### config.mk
export PLATFORM = sky130hd
export DESIGN_NAME = exe_stage
export DESIGN_NICKNAME = d
export VERILOG_FILES = /design/src/rtl/exe_pkg.sv /design/src/rtl/exe_alu.sv /design/src/rtl/exe_stage.sv
export SDC_FILE = /design/constraint.sdc
export NUM_CORES = 1
export LEC_CHECK = 0
export BUFFER_PORTS_ARGS = -buffer_cell sky130_fd_sc_hd__buf_4
export CAP_MARGIN = 25
export CORE_MARGIN = 5
export CORE_UTILIZATION = 30
export DETAILED_ROUTE_END_ITERATION = 10
export PLACE_DENSITY = 0.53
export SLEW_MARGIN = 20
export SYNTH_ARGS = -nofsm -noshare
export SYNTH_HDL_FRONTEND = slang
export SYNTH_SLANG_ARGS = --single-unit
### constraint.sdc
create_clock -name clock -period 6.4 [get_ports clock]
set_input_delay 0.64 -clock clock [delete_from_list [all_inputs] [get_ports clock]]
set_output_delay 0.64 -clock clock [all_outputs]
set_load 0.005 [all_outputs]
### src/rtl/exe_pkg.sv
// ============================================================
// exe_pkg: ALU opcodes, destination-select codes, link register
// rev 1.0
// ============================================================
`default_nettype none

package exe_pkg;

   typedef logic [3:0] alu_op_t;

   localparam alu_op_t ALU_ADD   = 4'd0;
   localparam alu_op_t ALU_SUB   = 4'd1;
   localparam alu_op_t ALU_AND   = 4'd2;
   localparam alu_op_t ALU_OR    = 4'd3;
   localparam alu_op_t ALU_XOR   = 4'd4;
   localparam alu_op_t ALU_NOT   = 4'd5;
   localparam alu_op_t ALU_SLL   = 4'd6;
   localparam alu_op_t ALU_SRL   = 4'd7;
   localparam alu_op_t ALU_LLB   = 4'd8;
   localparam alu_op_t ALU_LHB   = 4'd9;
   localparam alu_op_t ALU_ADDI  = 4'd10;
   localparam alu_op_t ALU_PASSB = 4'd11;

   localparam logic [1:0] REG_DST_RD   = 2'd0;
   localparam logic [1:0] REG_DST_RT   = 2'd1;
   localparam logic [1:0] REG_DST_RS   = 2'd2;
   localparam logic [1:0] REG_DST_LINK = 2'd3;

   localparam logic [2:0] LINK_REG = 3'd7;

   // Two's-complement overflow of r = x + y, given the sign bits.
   function automatic logic add_ovf(input logic x_msb, input logic y_msb, input logic r_msb);
      return (x_msb == y_msb) && (r_msb != x_msb);
   endfunction

endpackage

`default_nettype wire

### src/rtl/exe_alu.sv
// ============================================================
// exe_alu: combinational 16-bit ALU; ovf port under EXE_FLAGS_EN
// rev 1.0
// ============================================================
`default_nettype none

module exe_alu
   import exe_pkg::*;
#(
   parameter int DATA_W = 16
) (
   input  logic [3:0]        op,
   input  logic [DATA_W-1:0] a,
   input  logic [DATA_W-1:0] b,
   input  logic [7:0]        lb,
   input  logic [DATA_W-1:0] se,
`ifdef EXE_FLAGS_EN
   output logic              ovf,
`endif
   output logic [DATA_W-1:0] result
);

   localparam int MSB = DATA_W - 1;

   always_comb begin
      result = '0;
      case (op)
         ALU_ADD:   result = a + b;
         ALU_SUB:   result = a - b;
         ALU_AND:   result = a & b;
         ALU_OR:    result = a | b;
         ALU_XOR:   result = a ^ b;
         ALU_NOT:   result = ~a;
         ALU_SLL:   result = a << b[3:0];
         ALU_SRL:   result = a >> b[3:0];
         ALU_LLB:   result = {{(DATA_W-8){1'b0}}, lb};
         ALU_LHB:   result = {lb, a[DATA_W-9:0]};
         ALU_ADDI:  result = a + se;
         ALU_PASSB: result = b;
         default:   result = '0;
      endcase
   end

`ifdef EXE_FLAGS_EN
   // Subtraction overflows like a + (-b): operand signs must differ.
   always_comb begin
      ovf = 1'b0;
      case (op)
         ALU_ADD:  ovf = add_ovf(a[MSB], b[MSB], result[MSB]);
         ALU_SUB:  ovf = add_ovf(a[MSB], ~b[MSB], result[MSB]);
         ALU_ADDI: ovf = add_ovf(a[MSB], se[MSB], result[MSB]);
         default:  ovf = 1'b0;
      endcase
   end
`endif

endmodule

`default_nettype wire

### src/rtl/exe_stage.sv
// ============================================================
// exe_stage: forwarding, ALU, gt/le branch, load-use stall, EX/MEM
// register; EXE_FLAGS_EN adds mem_zero/mem_neg/mem_ovf. rev 1.0
// ============================================================
`default_nettype none

module exe_stage
   import exe_pkg::*;
#(
   parameter int DATA_W = 16,
   parameter int REG_AW = 3,
   parameter int PC_W   = 6
) (
   input  logic              clock,
   input  logic              reset,
   input  logic [PC_W-1:0]   exe_bra_pc,
   input  logic [DATA_W-1:0] exe_reg1_val,
   input  logic [DATA_W-1:0] exe_reg2_val,
   input  logic [REG_AW-1:0] exe_rs,
   input  logic [REG_AW-1:0] exe_rt,
   input  logic [REG_AW-1:0] exe_rd,
   input  logic [7:0]        exe_lb_const,
   input  logic [DATA_W-1:0] exe_se_const,
   input  logic              exe_gt_bra,
   input  logic              exe_le_bra,
   input  logic [3:0]        exe_alu_op,
   input  logic [1:0]        exe_reg_dst,
   input  logic              exe_mem_read,
   input  logic              exe_mem_write,
   input  logic              exe_memtoreg,
   input  logic              exe_regwrite,
   input  logic              wb_regwrite,
   input  logic [REG_AW-1:0] wb_dst,
   input  logic [DATA_W-1:0] wb_data,
   output logic              stall,
   output logic              bra_taken,
   output logic [PC_W-1:0]   bra_target,
   output logic [DATA_W-1:0] mem_alu_result,
   output logic [DATA_W-1:0] mem_store_val,
   output logic [REG_AW-1:0] mem_dst,
`ifdef EXE_FLAGS_EN
   output logic              mem_zero,
   output logic              mem_neg,
   output logic              mem_ovf,
`endif
   output logic              mem_mem_read,
   output logic              mem_mem_write,
   output logic              mem_memtoreg,
   output logic              mem_regwrite
);

   logic [DATA_W-1:0] op_a, op_b, alu_res;
   logic [REG_AW-1:0] dst;
   logic              mem_fwd_ok, a_gt_b;
`ifdef EXE_FLAGS_EN
   logic              alu_ovf;
`endif

   // A load in EX/MEM has no data yet; it is only forwardable once in WB.
   assign mem_fwd_ok = mem_regwrite & ~mem_mem_read;

   always_comb begin
      if (mem_fwd_ok && mem_dst == exe_rs)      op_a = mem_alu_result;
      else if (wb_regwrite && wb_dst == exe_rs) op_a = wb_data;
      else                                      op_a = exe_reg1_val;

      if (mem_fwd_ok && mem_dst == exe_rt)      op_b = mem_alu_result;
      else if (wb_regwrite && wb_dst == exe_rt) op_b = wb_data;
      else                                      op_b = exe_reg2_val;
   end

   always_comb begin
      dst = exe_rd;
      case (exe_reg_dst)
         REG_DST_RD:   dst = exe_rd;
         REG_DST_RT:   dst = exe_rt;
         REG_DST_RS:   dst = exe_rs;
         REG_DST_LINK: dst = LINK_REG;
         default:      dst = exe_rd;
      endcase
   end

   exe_alu #(.DATA_W(DATA_W)) u_alu (
      .op     (exe_alu_op),
      .a      (op_a),
      .b      (op_b),
      .lb     (exe_lb_const),
      .se     (exe_se_const),
`ifdef EXE_FLAGS_EN
      .ovf    (alu_ovf),
`endif
      .result (alu_res)
   );

   assign stall = ~reset & mem_mem_read & mem_regwrite &
                  ((mem_dst == exe_rs) | (mem_dst == exe_rt));

   assign a_gt_b     = $signed(op_a) > $signed(op_b);
   assign bra_taken  = ~reset & ~stall &
                       ((exe_gt_bra & a_gt_b) | (exe_le_bra & ~a_gt_b));
   assign bra_target = exe_bra_pc;

   always_ff @(posedge clock) begin
      if (reset || stall) begin
         mem_alu_result <= '0;
         mem_store_val  <= '0;
         mem_dst        <= '0;
         mem_mem_read   <= 1'b0;
         mem_mem_write  <= 1'b0;
         mem_memtoreg   <= 1'b0;
         mem_regwrite   <= 1'b0;
`ifdef EXE_FLAGS_EN
         mem_zero       <= 1'b0;
         mem_neg        <= 1'b0;
         mem_ovf        <= 1'b0;
`endif
      end else begin
         mem_alu_result <= alu_res;
         mem_store_val  <= op_b;
         mem_dst        <= dst;
         mem_mem_read   <= exe_mem_read;
         mem_mem_write  <= exe_mem_write;
         mem_memtoreg   <= exe_memtoreg;
         mem_regwrite   <= exe_regwrite;
`ifdef EXE_FLAGS_EN
         mem_zero       <= (alu_res == '0);
         mem_neg        <= alu_res[DATA_W-1];
         mem_ovf        <= alu_ovf;
`endif
      end
   end

endmodule

`default_nettype wire

* After elaboration in Yosys (flattened, before gate mapping) *
Cells that the tools add are included.

storage, ports and cells
  register bits = 39
  input port bits = 105
  logic and storage cells = 62
  output and inout port bits = 47

cells by class
  muxes and demuxes = 6
  eq/ne operators = 18
  magnitude comparators = 1
  bitwise gates (word level) = 18
  reductions and logical operators = 7
  shift operators = 2
  add/sub/neg operators = 3

operators by type and width
  cell                                                              count
  16-bit case mux with 12 select lines                              1
  16-bit two-way mux                                                4
  16-bit adder                                                      2
  16-bit bitwise AND                                                1
  4-bit by 3-bit == test with 1-bit output (second input constant)  4
  4-bit == test (second input constant)                             4
  16-bit greater-than comparator                                    1
  16-bit NOT                                                        1
  16-bit bitwise OR                                                 1
  16-bit by 4-bit << shifter with 16-bit output                     1
  16-bit by 4-bit >> shifter with 16-bit output                     1
  16-bit subtractor                                                 1
  16-bit bitwise XOR                                                1
  3-bit == test                                                     4
  3-bit case mux with 4 select lines                                1
  1-bit bitwise AND                                                 8
  4-bit by 2-bit == test with 1-bit output (second input constant)  2
  2-bit == test (second input constant)                             2
  4-bit by 1-bit == test with 1-bit output (second input constant)  1
  1-bit logical AND                                                 4
  4-bit zero test                                                   1
  1-bit NOT                                                         4
  2-bit by 1-bit == test with 1-bit output (second input constant)  1
  2-bit zero test                                                   1
  2 further kinds                                                   3

* Depth between registers and ports, before layout *
Gate-level depths: netlist (run 1).

  depth in word-level cells = 9
  gate-level depth with buffers = 20
  depth with buffers taken out = 17

* By module *
Synthesis (run 1) repeated with hierarchy kept, for this count alone.

unflattened totals
  cell total of the unflattened synthesis = 895
  area total of the unflattened synthesis = 6565.0 um^2

modules (own cells, without submodules)
  module     area each (um^2)  cells an instance  sequential area each (um^2)  instances
  exe_alu    4202.8            611                0.0                          1
  exe_stage  2362.3            284                780.7                        1

* Worst setup path after synthesis (run 1) *
OpenSTA, ideal clock, no wires.

  path type = input port to output port
  start = input port exe_rt[1]
  end = output port bra_taken
  stages on the path = 17
  path buffers = 2
  arrival time = 3.989 ns
  data required time = 5.760 ns
  setup slack = 1.771 ns
  cell sequence = xor2_1 > nor4_4 > buf_2 > buf_2 > nor2_1 > a21oi_1 > inv_1 > ha_1 > nor2b_1 > nor3_1 > o41a_1 > o21ai_0 > o41ai_1 > o21bai_1 > a21oi_1 > mux2i_1 > nor2_1

between the ends
  word-level cells in the longest chain between the ends = 9
  elaborated cells between the ends (all ways) = 16
  classes of those cells = 1 x order compare; 2 x eq/ne; 2 x mux; 9 x bitwise; 2 x reduce/logical

RTL lines
  element                           line              text
  start, declared                   exe_stage.sv:20   input logic [REG_AW-1:0] exe_rt,
  3-bit == test                     exe_stage.sv:68   else if (wb_regwrite && wb_dst == exe_rt) op_b = wb_data;
  1-bit logical AND                 exe_stage.sv:68
  16-bit two-way mux                exe_stage.sv:68
  16-bit two-way mux *              exe_stage.sv:67   if (mem_fwd_ok && mem_dst == exe_rt) op_b = mem_alu_result;
  net op_b[5]                       exe_stage.sv:52   logic [DATA_W-1:0] op_a, op_b, alu_res;
  16-bit greater-than comparator *  exe_stage.sv:98   assign a_gt_b = $signed(op_a) > $signed(op_b);
  1-bit NOT                         exe_stage.sv:100  ((exe_gt_bra & a_gt_b) | (exe_le_bra & ~a_gt_b));
  1-bit bitwise AND                 exe_stage.sv:100
  1-bit bitwise OR *                exe_stage.sv:100
  1-bit bitwise AND *               exe_stage.sv:99   assign bra_taken = ~reset & ~stall &
  end, declared                     exe_stage.sv:36   output logic bra_taken,

The timed path passes the listed nets; every way through them passes the cells marked *.

* Worst setup path after layout (run 1) *
  start = input port exe_rs[1]
  end = output port bra_taken

between the ends
  word-level cells in the longest chain between the ends = 9
  elaborated cells between the ends (all ways) = 16
  classes of those cells = 1 x order compare; 2 x eq/ne; 2 x mux; 9 x bitwise; 2 x reduce/logical

RTL lines
  element                         line              text
  start, declared                 exe_stage.sv:19   input logic [REG_AW-1:0] exe_rs,
  3-bit == test                   exe_stage.sv:64   else if (wb_regwrite && wb_dst == exe_rs) op_a = wb_data;
  1-bit logical AND               exe_stage.sv:64
  16-bit two-way mux              exe_stage.sv:64
  16-bit two-way mux              exe_stage.sv:63   if (mem_fwd_ok && mem_dst == exe_rs) op_a = mem_alu_result;
  16-bit greater-than comparator  exe_stage.sv:98
  1-bit NOT                       exe_stage.sv:100
  1-bit bitwise AND               exe_stage.sv:100
  1-bit bitwise OR                exe_stage.sv:100
  1-bit bitwise AND *             exe_stage.sv:99

Every way passes the cells marked *; elsewhere a longest branch is shown, timed or not.

==> impl_metrics.py, run 1 <==
metrics = {
    "clock_network": {
        "insertion_delay_ps": 290,
        "post_cts_resized": 0,
        "clock_tree.buffer_depth": 2,
        "cts.root.buffer_cell": "sky130_fd_sc_hd__clkbuf_16",
        "cts_tree": "yes",
        "post-cts-setup-buffers": 0,
        "worst_setup_hold_path_clk_slew_ps": 60,
        "postCtsHoldBufs": 0,
        "cts-buffers-inserted": 5,
        "clock-sinks": 39,
        "h-tree-depth": 2,
    },
    "setup_path": {
        "kind_of_critical_path": "in -> out",
        "timing.rr.start": "mem_mem_read",
        "timing.critical_path.slowest_stage_cell": "sky130_fd_sc_hd__nor4_4",
        "timing.critical_path.from": "exe_rs[1]",
        "path_cells": "buf_4 -> xor2_1 -> nor4_4 -> mux2i_1 -> inv_1 -> ha_1 -> nand2b_1 -> a21oi_1 -> o21ai_0 -> nand2_1 -> o41ai_1 -> o21bai_1 -> a21oi_1 -> mux2i_1 -> nor2_1 -> buf_4",
        "worst_ep_arrival_time_ps": 4820,
        "critPathLaunchType": "input port",
        "critical_path_peak_fanout": 12,
        "end_kind": "primary output",
        "cp_slowest_stage_delay_ps": 720,
        "critical_path_data_required_time_ps": 5760,
    },
    "timing": {
        "finalMaxSlewViolations": 0,
        "timing.clock.skew_ps": 4.64,
        "worst_slew_margin_rel_pct": 33.2,
        "final-hold-violation-count": 0,
        "period_share_pct": 85.3,
        "grt_setup_unrepaired": "false",
        "max_freq_ghz": 0.183,
        "setup_viol": 0,
        "max_slew.worst_pin.slew_ps": 994,
        "timing.setup.tns_ps": 0,
        "final_period_minus_worst_setup_slack_ps": 5460,
    },
    "floorplan": {
        "core_area_sq_mm": 0.0202,
        "std_cell_rows": 52,
        "design.die.area_sq_mm": 0.0235,
        "floorplan.die.width_um": 153,
        "dieHeight_um": 153,
        "initial_core_util_pct": 30.4,
        "ioPinCount": 152,
    },
    "logic_synthesis": {
        "synth_cells": 855,
        "mappedNetlistNets": 1026,
        "synth_compound_gate_area_share_pct": 26.4,
        "synth-async-reset-ratio_pct": 0,
        "synth.area.mux_share_pct": 14.4,
        "synth.top_cell.area_share_pct": 13.0,
        "share_of_the_synthesized_netlist_area_taken_by_xor_and_xnor_gates_pct": 5.12,
        "adder_cell_share_of_the_synthesized_area_pct": 13.7,
        "synthFlopType": "sky130_fd_sc_hd__dfxtp_1",
        "yosysUniqueCellTypes": 66,
        "sequential_share_of_the_synthesized_area_pct": 12.7,
        "post_synth_instance_area_sq_mm": 0.00616,
        "ys.warnings.count": 0,
        "dominant_combinational_cell_family_by_area_after_synthesis": "compound AO/OA/AOI/OAI gates",
        "synth_top_cells_by_area": "sky130_fd_sc_hd__ha_1, sky130_fd_sc_hd__dfxtp_1, sky130_fd_sc_hd__mux2i_1",
        "synth-edff-count": 0,
        "syn-mean-instance-area_sq_um": 7.20,
        "yosys.area.top_type": "sky130_fd_sc_hd__ha_1",
        "yosys_register_bits": 39,
        "simple_gate_share_of_the_synthesized_area_pct": 20.3,
    },
    "power": {
        "p_clk_share_pct": 23.1,
        "switching_power_uw": 536,
        "power.density_cell_area_mw_per_mm2": 167,
        "peakVddDrop_mv": 0.0847,
        "sw_frac_of_total_pct": 41.6,
        "share_seq_of_total_power_pct": 21.4,
        "intPower_uw": 754,
        "p_leak_nw": 3.55,
        "p_comb_share_pct": 55.4,
    },
    "finish": {
        "multiInputGateArea_sq_mm": 0.00492,
        "finalNetCount": 1154,
        "antenna_cells_inserted": 0,
        "seqCellArea_sq_um": 781,
        "post_layout_nonfiller_instances": 1254,
        "post_route_cells_drive_above_1_share_pct": 21.5,
        "area_growth_syn_to_layout_pct": 25.2,
        "fillers": 2131,
    },
    "drt": {
        "drt-initial-drc-count": 759,
        "route.final.wire_length_um": 25300,
        "antenna_violating_nets_post_route": 0,
        "vias_per_cell": 5.56,
        "route.detailed.wl_per_inst_um": 20.2,
        "via_count": 6971,
        "dr_drc_count": 0,
        "detail_route.first_pass.iterations": 7,
    },
    "grt": {
        "track_usage_pct": 20.6,
        "met2_resource_use_gr_pct": 31.4,
        "grt_overflow_total": 0,
        "largest_net_degree_at_the_start_of_global_routing": 38,
        "grt_pass1_vias": 6673,
        "grt_util_met3_pct": 2.94,
        "use_met1_pct": 29.6,
        "grt_most_used_layer": "met2",
        "grt_antenna_before_repair": 0,
        "grt_first_pass_wirelength_um": 38900,
    },
    "min_path": {
        "worst_hold_path_type": "in -> reg",
        "min-delay-start": "exe_memtoreg",
    },
    "placement": {
        "gp_congestion": 1.01,
        "buffer_ports.inserted": 139,
        "place.detailed.hpwl_um": 20400,
        "place_inst": 1245,
    },
    "run": {
        "max_cap_viol_count": 0,
    },
    "status": {
        "outcome": "finished clean",
    },
}
==> synth_stat cells (11+ instances only) <==
| master | instances |
|---|---|
| sky130_fd_sc_hd__a221oi_1 | 11 |
| sky130_fd_sc_hd__o21ai_0 | 61 |
| sky130_fd_sc_hd__mux2_2 | 11 |
| sky130_fd_sc_hd__mux2i_1 | 72 |
| sky130_fd_sc_hd__a211oi_1 | 15 |
| sky130_fd_sc_hd__nor3_1 | 28 |
| sky130_fd_sc_hd__a21oi_1 | 45 |
| sky130_fd_sc_hd__ha_1 | 64 |
| sky130_fd_sc_hd__a31oi_1 | 22 |
| sky130_fd_sc_hd__clkbuf_1 | 26 |
| sky130_fd_sc_hd__dfxtp_1 | 39 |
| sky130_fd_sc_hd__buf_2 | 12 |
| sky130_fd_sc_hd__o22ai_1 | 11 |
| sky130_fd_sc_hd__inv_1 | 47 |
| sky130_fd_sc_hd__nor2_1 | 107 |
| sky130_fd_sc_hd__xnor2_1 | 26 |
| sky130_fd_sc_hd__nand2_1 | 88 |
| sky130_fd_sc_hd__nand3_1 | 12 |
| sky130_fd_sc_hd__o211ai_1 | 11 |
==> power groups by stage <==
stage	clock (mW)	sequential [mW]	combinational (mW)
6_report	0.298	0.277	0.715
5_1_grt	0.317	0.279	0.779
4_1_cts	0.307	0.277	0.705
3_5_place_dp	0	0.282	0.701
3_3_place_gp	0	0.282	0.703
2_1_floorplan	0	0.282	0.456
==> metrics by stage <==
stage               util, %  worst slack, ps  power, mW  instance area [sq um]  hold slack, ps
floorplan                 -             1770      0.738                   6160             594
global placement       37.2             1020      0.985                   7530             705
detailed placement     37.2              948      0.983                   7530             714
CTS                    38.1              936       1.29                   7700             562
global route           38.1              576       1.37                   7710             573
finish                 38.1              943       1.29                   7710             567
==> worst max-delay path, delay by kind of cell <==
| family | cells | cell delay, ps |
|---|---|---|
| AOI/OAI and AO/OA | 5 | 1190 |
| xor gates and xnor gates | 1 | 170 |
| adders and majority gates | 1 | 410 |
| buffers and inverters | 3 | 470 |
| muxes | 2 | 910 |
| and+or+nand+nor | 4 | 1030 |
==> flip-flops by register name, indices dropped and copies added, names as in the netlist <==
signal and count:
mem_alu_result 16, mem_dst 3, mem_mem_read 1, mem_mem_write 1, mem_memtoreg 1, mem_regwrite 1
mem_store_val 16
==> area by class of cell <==
class,instances,area share [%]
timing repair buffer,173,16.8
tap,270,4.38
inverter,52,2.53
multi-input combinational,712,63.9
clock buffer,6,1.80
clock inverter,2,0.454
sequential,39,10.1
==> routing by layer <==
metal,wire length [um],share of wire [%]
met1,11600,46
met2,10400,41
met3,2310,9.1
met4,1020,4.0
met5,0,0
==> worst paths after layout <==
path	to	slack, ps	cells after the start
worst max-delay path	bra_taken	940	16
worst min-delay path	mem_memtoreg	570	3
worst max register to register	mem_alu_result[14]	1600	18
worst min register to register	mem_store_val[13]	730	3
==> cell families (layout without fill, tap and decap cells) <==
group | Yosys count | after routing
flops | 39 | 39
simple gates | 276 | 276
fa+ha+maj | 66 | 66
xor+xnor | 36 | 36
mux | 85 | 85
compound gates | 249 | 249
buf+inv | 104 | 233
==> placed cells by master, fill, tap and decap left out, types with 12 or more instances in the layout <==
cell type	n
sky130_fd_sc_hd__dfxtp_1	39
sky130_fd_sc_hd__buf_4	173
sky130_fd_sc_hd__a31oi_1	22
sky130_fd_sc_hd__mux2i_1	72
sky130_fd_sc_hd__inv_1	47
sky130_fd_sc_hd__ha_1	64
sky130_fd_sc_hd__a211oi_1	15
sky130_fd_sc_hd__a21oi_1	45
sky130_fd_sc_hd__xnor2_1	26
sky130_fd_sc_hd__o21ai_0	61
sky130_fd_sc_hd__nor3_1	27
sky130_fd_sc_hd__nor2_1	106
sky130_fd_sc_hd__nand2_1	88
sky130_fd_sc_hd__nand3_1	12
Note: power is estimated with default switching activity, not from simulation.
==> run 2: changes to the inputs <==
- SYNTH_HIERARCHICAL: not set -> 1
==> run 2 against run 1 <==
Effect of this change: worst setup slack worse by 340 ps; non-clock buffer count shrank 2; hold slack got worse by 10 ps; largest cell class unchanged; clock skew hardly changed; critical path depth is 3 higher; sequential share of layout area decreased by 0.52 points; sequential power rose by 1%; register-to-register slack worse by 850 ps; clock power about the same; highest routed layer unchanged.
==> impl_metrics.py, run 2 <==
metrics = {
    "status": {
        "outcome": "finished clean",
    },
    "finish": {
        "layout.cells.most_common": "sky130_fd_sc_hd__buf_4",
        "finalNetCount": 1184,
        "antenna_cells_inserted": 0,
        "largest_registers": "mem_alu_result (16), mem_store_val (16), mem_dst (3)",
        "area_growth_syn_to_layout_pct": 23.8,
        "most_frequent_cells_in_the_layout": "sky130_fd_sc_hd__buf_4, sky130_fd_sc_hd__nor2_1, sky130_fd_sc_hd__nand2_1",
        "fillers": 2292,
        "finish.utilization_pct": 37.5,
        "post-route-cell-area_sq_mm": 0.00813,
        "post_route_cells_drive_above_1_share_pct": 21.8,
    },
    "clock_network": {
        "clock_tree.buffer_depth": 2,
        "worst_setup_hold_path_clk_slew_ps": 60,
        "post-cts-setup-buffers": 0,
        "postCtsHoldBufs": 0,
        "clock-sinks": 39,
        "cts_tree": "yes",
        "h-tree-depth": 2,
        "cts-buffers-inserted": 5,
        "insertion_delay_ps": 280,
        "cts.root.buffer_cell": "sky130_fd_sc_hd__clkbuf_16",
        "post_cts_resized": 0,
    },
    "timing": {
        "final_critical_path_setup_slack_ps": 600,
        "timing.clock.skew_ps": 4.49,
        "final_period_minus_worst_setup_slack_ps": 5800,
        "timing.setup.tns_ps": 0,
        "setup_viol": 0,
        "period_share_pct": 90.6,
        "max_slew.worst_pin.slew_ps": 823,
        "worst_slew_margin_rel_pct": 45.1,
        "final-hold-violation-count": 0,
        "grt_setup_unrepaired": "false",
        "finalMaxSlewViolations": 0,
        "max_freq_ghz": 0.172,
    },
    "drt": {
        "dr_drc_count": 0,
        "vias_per_cell": 5.83,
        "detail_route.first_pass.iterations": 5,
        "antenna_violating_nets_post_route": 0,
        "via_count": 7533,
        "drt-initial-drc-count": 890,
        "route.detailed.wl_per_inst_um": 21.7,
        "route.final.wire_length_um": 28100,
    },
    "floorplan": {
        "initial_core_util_pct": 30.3,
        "core_area_sq_mm": 0.0217,
        "std_cell_rows": 54,
        "design.die.area_sq_mm": 0.0249,
        "floorplan.die.width_um": 158,
        "dieHeight_um": 158,
        "ioPinCount": 152,
    },
    "placement": {
        "place_area_sq_mm": 0.00796,
        "place.detailed.hpwl_um": 22000,
        "buffer_ports.inserted": 139,
        "gp_congestion": 0.960,
        "dp_slack_ps": 479,
    },
    "logic_synthesis": {
        "synth_cells": 895,
        "mappedNetlistNets": 1068,
        "ys.warnings.count": 6,
        "post_synth_instance_area_sq_mm": 0.00657,
        "syn-mean-instance-area_sq_um": 7.34,
        "yosys.area.top_type": "sky130_fd_sc_hd__ha_1",
        "top_cells_by_instance_count_after_synthesis": "sky130_fd_sc_hd__nor2_1, sky130_fd_sc_hd__nand2_1, sky130_fd_sc_hd__a21oi_1",
        "synth_top_cells_by_area": "sky130_fd_sc_hd__ha_1, sky130_fd_sc_hd__dfxtp_1, sky130_fd_sc_hd__mux2i_1",
        "yosys.cell_count.top_type": "sky130_fd_sc_hd__nor2_1",
        "synthFlopType": "sky130_fd_sc_hd__dfxtp_1",
        "synth.top_cell.area_share_pct": 12.8,
        "synth-edff-count": 0,
        "synth-async-reset-ratio_pct": 0,
        "sequential_share_of_the_synthesized_area_pct": 11.9,
        "yosys_register_bits": 39,
        "yosysUniqueCellTypes": 74,
    },
    "power": {
        "p_leak_nw": 3.75,
        "peakVddDrop_mv": 0.0855,
        "total_power_of_the_final_layout_mw": 1.34,
        "power.density_cell_area_mw_per_mm2": 165,
    },
    "setup_path": {
        "worst_ep_arrival_time_ps": 5980,
        "critical_path_data_required_time_ps": 6580,
        "kind_of_critical_path": "in -> reg",
        "critical_path_peak_fanout": 12,
        "critPathLaunchType": "input port",
        "end_kind": "register",
    },
    "grt": {
        "track_usage_pct": 21.7,
        "grt_first_pass_wirelength_um": 42300,
        "grt_antenna_before_repair": 0,
        "grt_pass1_vias": 7148,
        "grt_overflow_total": 0,
        "largest_net_degree_at_the_start_of_global_routing": 47,
    },
    "min_path": {
        "worst_hold_path_type": "in -> reg",
    },
    "run": {
        "max_cap_viol_count": 0,
    },
}
==> run 2: report_power, final <==
group          leakage, nW  internal (mW)  total, mW  switching [mW]
combinational         3.34          0.318      0.763           0.444
clock               0.0868          0.194      0.298           0.104
sequential           0.323          0.265      0.281          0.0161
total                 3.75          0.777       1.34           0.565
==> run 2: cell type report <==
| type | instances | area (sq um) | share of cell area (%) |
|---|---|---|---|
| Clock buffer | 6 | 139 | 1.71 |
| Inverter | 54 | 203 | 2.49 |
| Tap cell | 280 | 350 | 4.31 |
| Timing Repair Buffer | 171 | 1280 | 15.8 |
| Sequential cell | 39 | 781 | 9.60 |
| Multi-Input combinational cell | 740 | 5340 | 65.7 |
| Clock inverter | 2 | 35.0 | 0.431 |
==> run 2: worst max-delay path, stage by stage <==
cell	delay [ps]
sky130_fd_sc_hd__buf_4	120
sky130_fd_sc_hd__xnor2_1	200
sky130_fd_sc_hd__nand4_2	450
sky130_fd_sc_hd__mux2i_1	310
sky130_fd_sc_hd__nor2_1	60
sky130_fd_sc_hd__a21oi_1	270
sky130_fd_sc_hd__inv_1	330
sky130_fd_sc_hd__or4_4	690
sky130_fd_sc_hd__nor4_2	470
sky130_fd_sc_hd__nor3_1	80
sky130_fd_sc_hd__a21oi_1	150
sky130_fd_sc_hd__o21ai_1	100
sky130_fd_sc_hd__ha_1	360
sky130_fd_sc_hd__a21oi_1	370
sky130_fd_sc_hd__mux2i_1	170
sky130_fd_sc_hd__a2111oi_0	540
sky130_fd_sc_hd__o221ai_1	210
sky130_fd_sc_hd__or3_1	320
sky130_fd_sc_hd__and2_1	130
==> run 2: routing by layer <==
layer  up-vias  global-route usage [%]  share of wire [%]
met5         -                       0                  0
met4         0                    7.72                3.4
met3        71                    4.40                9.5
met2       398                    32.6                 42
met1      3539                    30.8                 45
li1       3525                       -                  -
==> run 2: through the flow <==
| step | instances | hold WS, ps |
|---|---|---|
| after floorplan | 895 | 552 |
| after global placement | 1284 | 620 |
| after detailed placement | 1284 | 632 |
| after CTS | 1292 | 552 |
| after global routing | 1292 | 559 |
| final | 1292 | 557 |
==> run 2: kinds of logic (layout without fill, tap and decap cells) <==
group,after synthesis,in the layout,synth area share [%]
compound gates,254,254,25.3
buf+inv,116,233,7.28
mux,86,86,16.6
simple gates,311,311,23.1
xor+xnor,21,21,2.80
fa+ha+maj,68,68,13.1
flops,39,39,11.9
==> run 2: final timing paths <==
check | from | endpoint | slack, ps | depth (start not counted)
worst max-delay path | wb_dst[2] | mem_alu_result[12] | 600 | 19
worst min-delay path | exe_mem_read | mem_mem_read | 560 | 2
worst max register to register | mem_dst[0] | mem_alu_result[12] | 750 | 19
worst min register to register | mem_alu_result[1] | mem_store_val[1] | 630 | 2
==> run 3: changes to the inputs <==
- MAX_ROUTING_LAYER: not set -> met4
==> run 3 against run 2 <==
Effect of this change: the run now fails in 5_2_route; synthesized cell count did not move; global-route usage rose by 0.51 points; area after synthesis did not move.
==> impl_metrics.py, run 3 <==
metrics = {
    "logic_synthesis": {
        "synthFlopType": "sky130_fd_sc_hd__dfxtp_1",
        "syn-mean-instance-area_sq_um": 7.34,
        "synth_cells": 895,
        "yosys.area.top_type": "sky130_fd_sc_hd__ha_1",
        "synth_top_cells_by_area": "sky130_fd_sc_hd__ha_1, sky130_fd_sc_hd__dfxtp_1, sky130_fd_sc_hd__mux2i_1",
        "sequential_share_of_the_synthesized_area_pct": 11.9,
        "ys.warnings.count": 6,
        "yosysUniqueCellTypes": 74,
        "synth.top_cell.area_share_pct": 12.8,
        "yosys.cell_count.top_type": "sky130_fd_sc_hd__nor2_1",
        "top_cells_by_instance_count_after_synthesis": "sky130_fd_sc_hd__nor2_1, sky130_fd_sc_hd__nand2_1, sky130_fd_sc_hd__a21oi_1",
        "synth-async-reset-ratio_pct": 0,
        "post_synth_instance_area_sq_mm": 0.00657,
        "yosys_register_bits": 39,
        "mappedNetlistNets": 1068,
        "synth-edff-count": 0,
    },
    "status": {
        "stop_stage": "5_2_route",
        "error_message": "[ERROR DRT-0255] Maze Route cannot find path of net clock in worker of routeBox ( 144900 96600 ) ( 157930 144900 ).",
        "outcome": "stopped before the end",
    },
    "grt": {
        "grt_antenna_before_repair": 0,
        "grt_first_pass_wirelength_um": 41900,
        "grt_pass1_vias": 6889,
        "grt_overflow_total": 0,
        "largest_net_degree_at_the_start_of_global_routing": 47,
        "track_usage_pct": 22.2,
    },
    "placement": {
        "place_area_sq_mm": 0.00795,
        "buffer_ports.inserted": 139,
        "place.detailed.hpwl_um": 22500,
        "gp_congestion": 0.988,
    },
    "clock_network": {
        "cts.root.buffer_cell": "sky130_fd_sc_hd__clkbuf_16",
        "h-tree-depth": 2,
        "clock-sinks": 39,
        "post_cts_resized": 0,
        "postCtsHoldBufs": 0,
        "post-cts-setup-buffers": 0,
        "cts-buffers-inserted": 5,
        "clock_tree.buffer_depth": 2,
    },
    "floorplan": {
        "initial_core_util_pct": 30.3,
        "floorplan.die.width_um": 158,
        "ioPinCount": 152,
        "std_cell_rows": 54,
        "dieHeight_um": 158,
    },
}
[run 3: cell counts after synthesis]
Identical to the previous run, type by type.
[run 3: logic make-up after synthesis]
logic type / after synthesis / share of synthesized area, %
buffers and inverters: 116 / 7.28
multiplexers: 86 / 16.6
XOR/XNOR: 21 / 2.80
AO/OA/AOI/OAI: 254 / 25.3
AND/OR/NAND/NOR: 311 / 23.1
flip-flops: 39 / 11.9
adder cells (fa/ha/maj): 68 / 13.1
[run 3: metrics by stage]
stage / std cells / setup slack (ps) / hold slack [ps]
after floorplan: 895 / 867 / 552
after detailed placement: 1283 / 723 / 608
after CTS: 1291 / 981 / 548
after global placement: 1282 / 788 / 597
after global routing: 1292 / 528 / 558
[run 3: per-layer routing]
| layer | track usage, % |
|---|---|
| met4 | 5.52 |
| met5 | - |
| met2 | 33.5 |
| met3 | 3.47 |
| met1 | 31.2 |
==> run 4: changes to the inputs <==
- CORE_UTILIZATION: 30 -> 20
- MAX_ROUTING_LAYER: met4 -> not set
- PLACE_DENSITY: 0.53 -> not set
- PLACE_DENSITY_LB_ADDON: not set -> 0.15
==> run 4 against run 3 <==
Effect of this change: the flow now finishes without violations; global-route usage down 5.5 points.
==> impl_metrics.py, run 4 (synthesized netlist as in run 2, its figures left out) <==
metrics = {
    "status": {
        "outcome": "finished clean",
    },
    "setup_path": {
        "critPathLaunchType": "input port",
        "critical_path_peak_fanout": 11,
        "critPathMostFrequentCell": "sky130_fd_sc_hd__a21oi_1",
        "timing.critical_path.slowest_stage_cell": "sky130_fd_sc_hd__or4_1",
        "cp_slowest_stage_delay_ps": 640,
        "critPathTopFamily": "simple AND/OR/NAND/NOR gates",
        "cp.buffers_inverters": 3,
        "worst_ep_arrival_time_ps": 5940,
        "timing.rr.start": "mem_dst[1]",
        "end_kind": "register",
        "critical_path_data_required_time_ps": 6630,
        "path_cells": "buf_4 -> xnor2_1 -> nand4_2 -> buf_4 -> mux2i_1 -> nor2_1 -> a21oi_1 -> inv_1 -> or4_1 -> nor4_2 -> nor3_1 -> a21oi_1 -> o21ai_1 -> ha_1 -> a21oi_1 -> o21ai_1 -> o221a_2 -> or4_1 -> a211oi_2 -> nand3b_1 -> and2_1",
        "timing.critical_path.from": "exe_rt[1]",
        "kind_of_critical_path": "in -> reg",
    },
    "clock_network": {
        "cts-buffers-inserted": 5,
        "worst_setup_hold_path_clk_slew_ps": 60,
        "h-tree-depth": 2,
        "post_cts_resized": 0,
        "cts_tree": "yes",
        "insertion_delay_ps": 280,
        "cts.root.buffer_cell": "sky130_fd_sc_hd__clkbuf_16",
        "post-cts-setup-buffers": 0,
        "clock-sinks": 39,
        "clock_tree.buffer_depth": 2,
        "postCtsHoldBufs": 0,
    },
    "finish": {
        "layout.cells.most_common": "sky130_fd_sc_hd__buf_4",
        "fillers": 3633,
        "post_route_cells_drive_above_1_share_pct": 21.8,
        "antenna_cells_inserted": 0,
        "most_frequent_cells_in_the_layout": "sky130_fd_sc_hd__buf_4, sky130_fd_sc_hd__nor2_1, sky130_fd_sc_hd__nand2_1",
        "largest_registers": "mem_alu_result (16), mem_store_val (16), mem_dst (3)",
        "seqCellArea_sq_um": 781,
        "multiInputGateArea_sq_mm": 0.00534,
        "finalNetCount": 1184,
        "area_growth_syn_to_layout_pct": 26.4,
    },
    "min_path": {
        "worst_hold_path_type": "in -> reg",
        "min-delay-start": "exe_mem_read",
    },
    "drt": {
        "vias_per_cell": 5.07,
        "met3WireLength_um": 2320,
        "antenna_violating_nets_post_route": 0,
        "routedLengthMet1_um": 15200,
        "detail_route.first_pass.iterations": 5,
        "via_count": 7372,
        "drt-initial-drc-count": 645,
        "top_layer_used": "met4",
        "route.detailed.wl_per_inst_um": 22.0,
        "wl_met2_um": 13700,
        "route.final.wire_length_um": 32000,
        "dr_drc_count": 0,
    },
    "timing": {
        "max_freq_ghz": 0.175,
        "setup_viol": 0,
        "final-hold-violation-count": 0,
        "finalMaxSlewViolations": 0,
        "period_share_pct": 89.3,
        "max_slew.worst_pin.slew_ps": 983,
        "grt_setup_unrepaired": "false",
        "final_period_minus_worst_setup_slack_ps": 5710,
        "worst_slew_margin_rel_pct": 34.1,
        "final_critical_path_setup_slack_ps": 688,
        "timing.clock.skew_ps": 4.69,
        "timing.setup.tns_ps": 0,
    },
    "placement": {
        "place.detailed.hpwl_um": 25700,
        "gp_congestion": 0.921,
        "buffer_ports.inserted": 139,
        "dp_slack_ps": 556,
    },
    "power": {
        "peakVddDrop_mv": 0.0958,
        "total_power_of_the_final_layout_mw": 1.31,
        "p_leak_nw": 3.73,
        "power.density_cell_area_mw_per_mm2": 158,
    },
    "floorplan": {
        "ioPinCount": 152,
        "dieHeight_um": 191,
        "floorplan.die.width_um": 191,
        "std_cell_rows": 66,
        "core_area_sq_mm": 0.0325,
        "initial_core_util_pct": 20.2,
        "design.die.area_sq_mm": 0.0365,
    },
    "grt": {
        "grt_overflow_total": 0,
        "track_usage_pct": 16.7,
        "grt_antenna_before_repair": 1,
        "grt_first_pass_wirelength_um": 47000,
        "largest_net_degree_at_the_start_of_global_routing": 47,
        "grt_pass1_vias": 7212,
    },
    "run": {
        "max_cap_viol_count": 0,
    },
}
[run 4: final timing paths]
| path | endpoint | slack, ps | cells past startpoint |
|---|---|---|---|
| min reg2reg | mem_store_val[6] | 610 | 2 |
| min | mem_mem_read | 550 | 2 |
| max reg2reg | mem_alu_result[15] | 870 | 20 |
| max | mem_alu_result[15] | 690 | 21 |
[run 4: area by class of cell]
class / instances / area share (%)
Sequential cell: 39 / 9.41
Tap cell: 442 / 6.66
Clock buffer: 7 / 1.60
Inverter: 54 / 2.44
Clock inverter: 1 / 0.0603
Timing Repair Buffer: 171 / 15.5
Multi-Input combinational cell: 740 / 64.4
[run 4: where the power goes]
group          switching (mW)  internal, mW  total, mW
clock                   0.103         0.144      0.247
combinational           0.465         0.320      0.784
sequential             0.0179         0.265      0.283
total                   0.585         0.729       1.31
[run 4: worst reg2reg max path, cell delays in order, from the launching register on]
cell and delay [ps]:
sky130_fd_sc_hd__dfxtp_1 400, sky130_fd_sc_hd__xnor2_1 140, sky130_fd_sc_hd__nand3_1 130, sky130_fd_sc_hd__nor2_2 330, sky130_fd_sc_hd__buf_4 290, sky130_fd_sc_hd__nor2_1 70
sky130_fd_sc_hd__a21oi_1 440, sky130_fd_sc_hd__inv_1 260, sky130_fd_sc_hd__or4_1 640, sky130_fd_sc_hd__nor4_2 400, sky130_fd_sc_hd__nor3_1 80, sky130_fd_sc_hd__a21oi_1 120
sky130_fd_sc_hd__o21ai_1 100, sky130_fd_sc_hd__ha_1 370, sky130_fd_sc_hd__a21oi_1 350, sky130_fd_sc_hd__o21ai_1 110, sky130_fd_sc_hd__o221a_2 250, sky130_fd_sc_hd__or4_1 520
sky130_fd_sc_hd__a211oi_2 230, sky130_fd_sc_hd__nand3b_1 130, sky130_fd_sc_hd__and2_1 110
[run 4: metrics by stage]
step	hold WS, ps	area (sq um)	std cells	util [%]
3_5_place_dp	604	8160	1446	25.2
4_1_cts	546	8300	1454	25.6
3_3_place_gp	616	8160	1446	25.1
5_1_grt	556	8300	1454	25.6
6_report	553	8300	1454	25.6
2_1_floorplan	552	6570	895	-
[run 4: routing by layer]
layer	GRT usage [%]	vias up
met5	0	-
met4	4.03	0
met3	2.25	37
met2	26.2	325
met1	24.3	3505
li1	-	3505
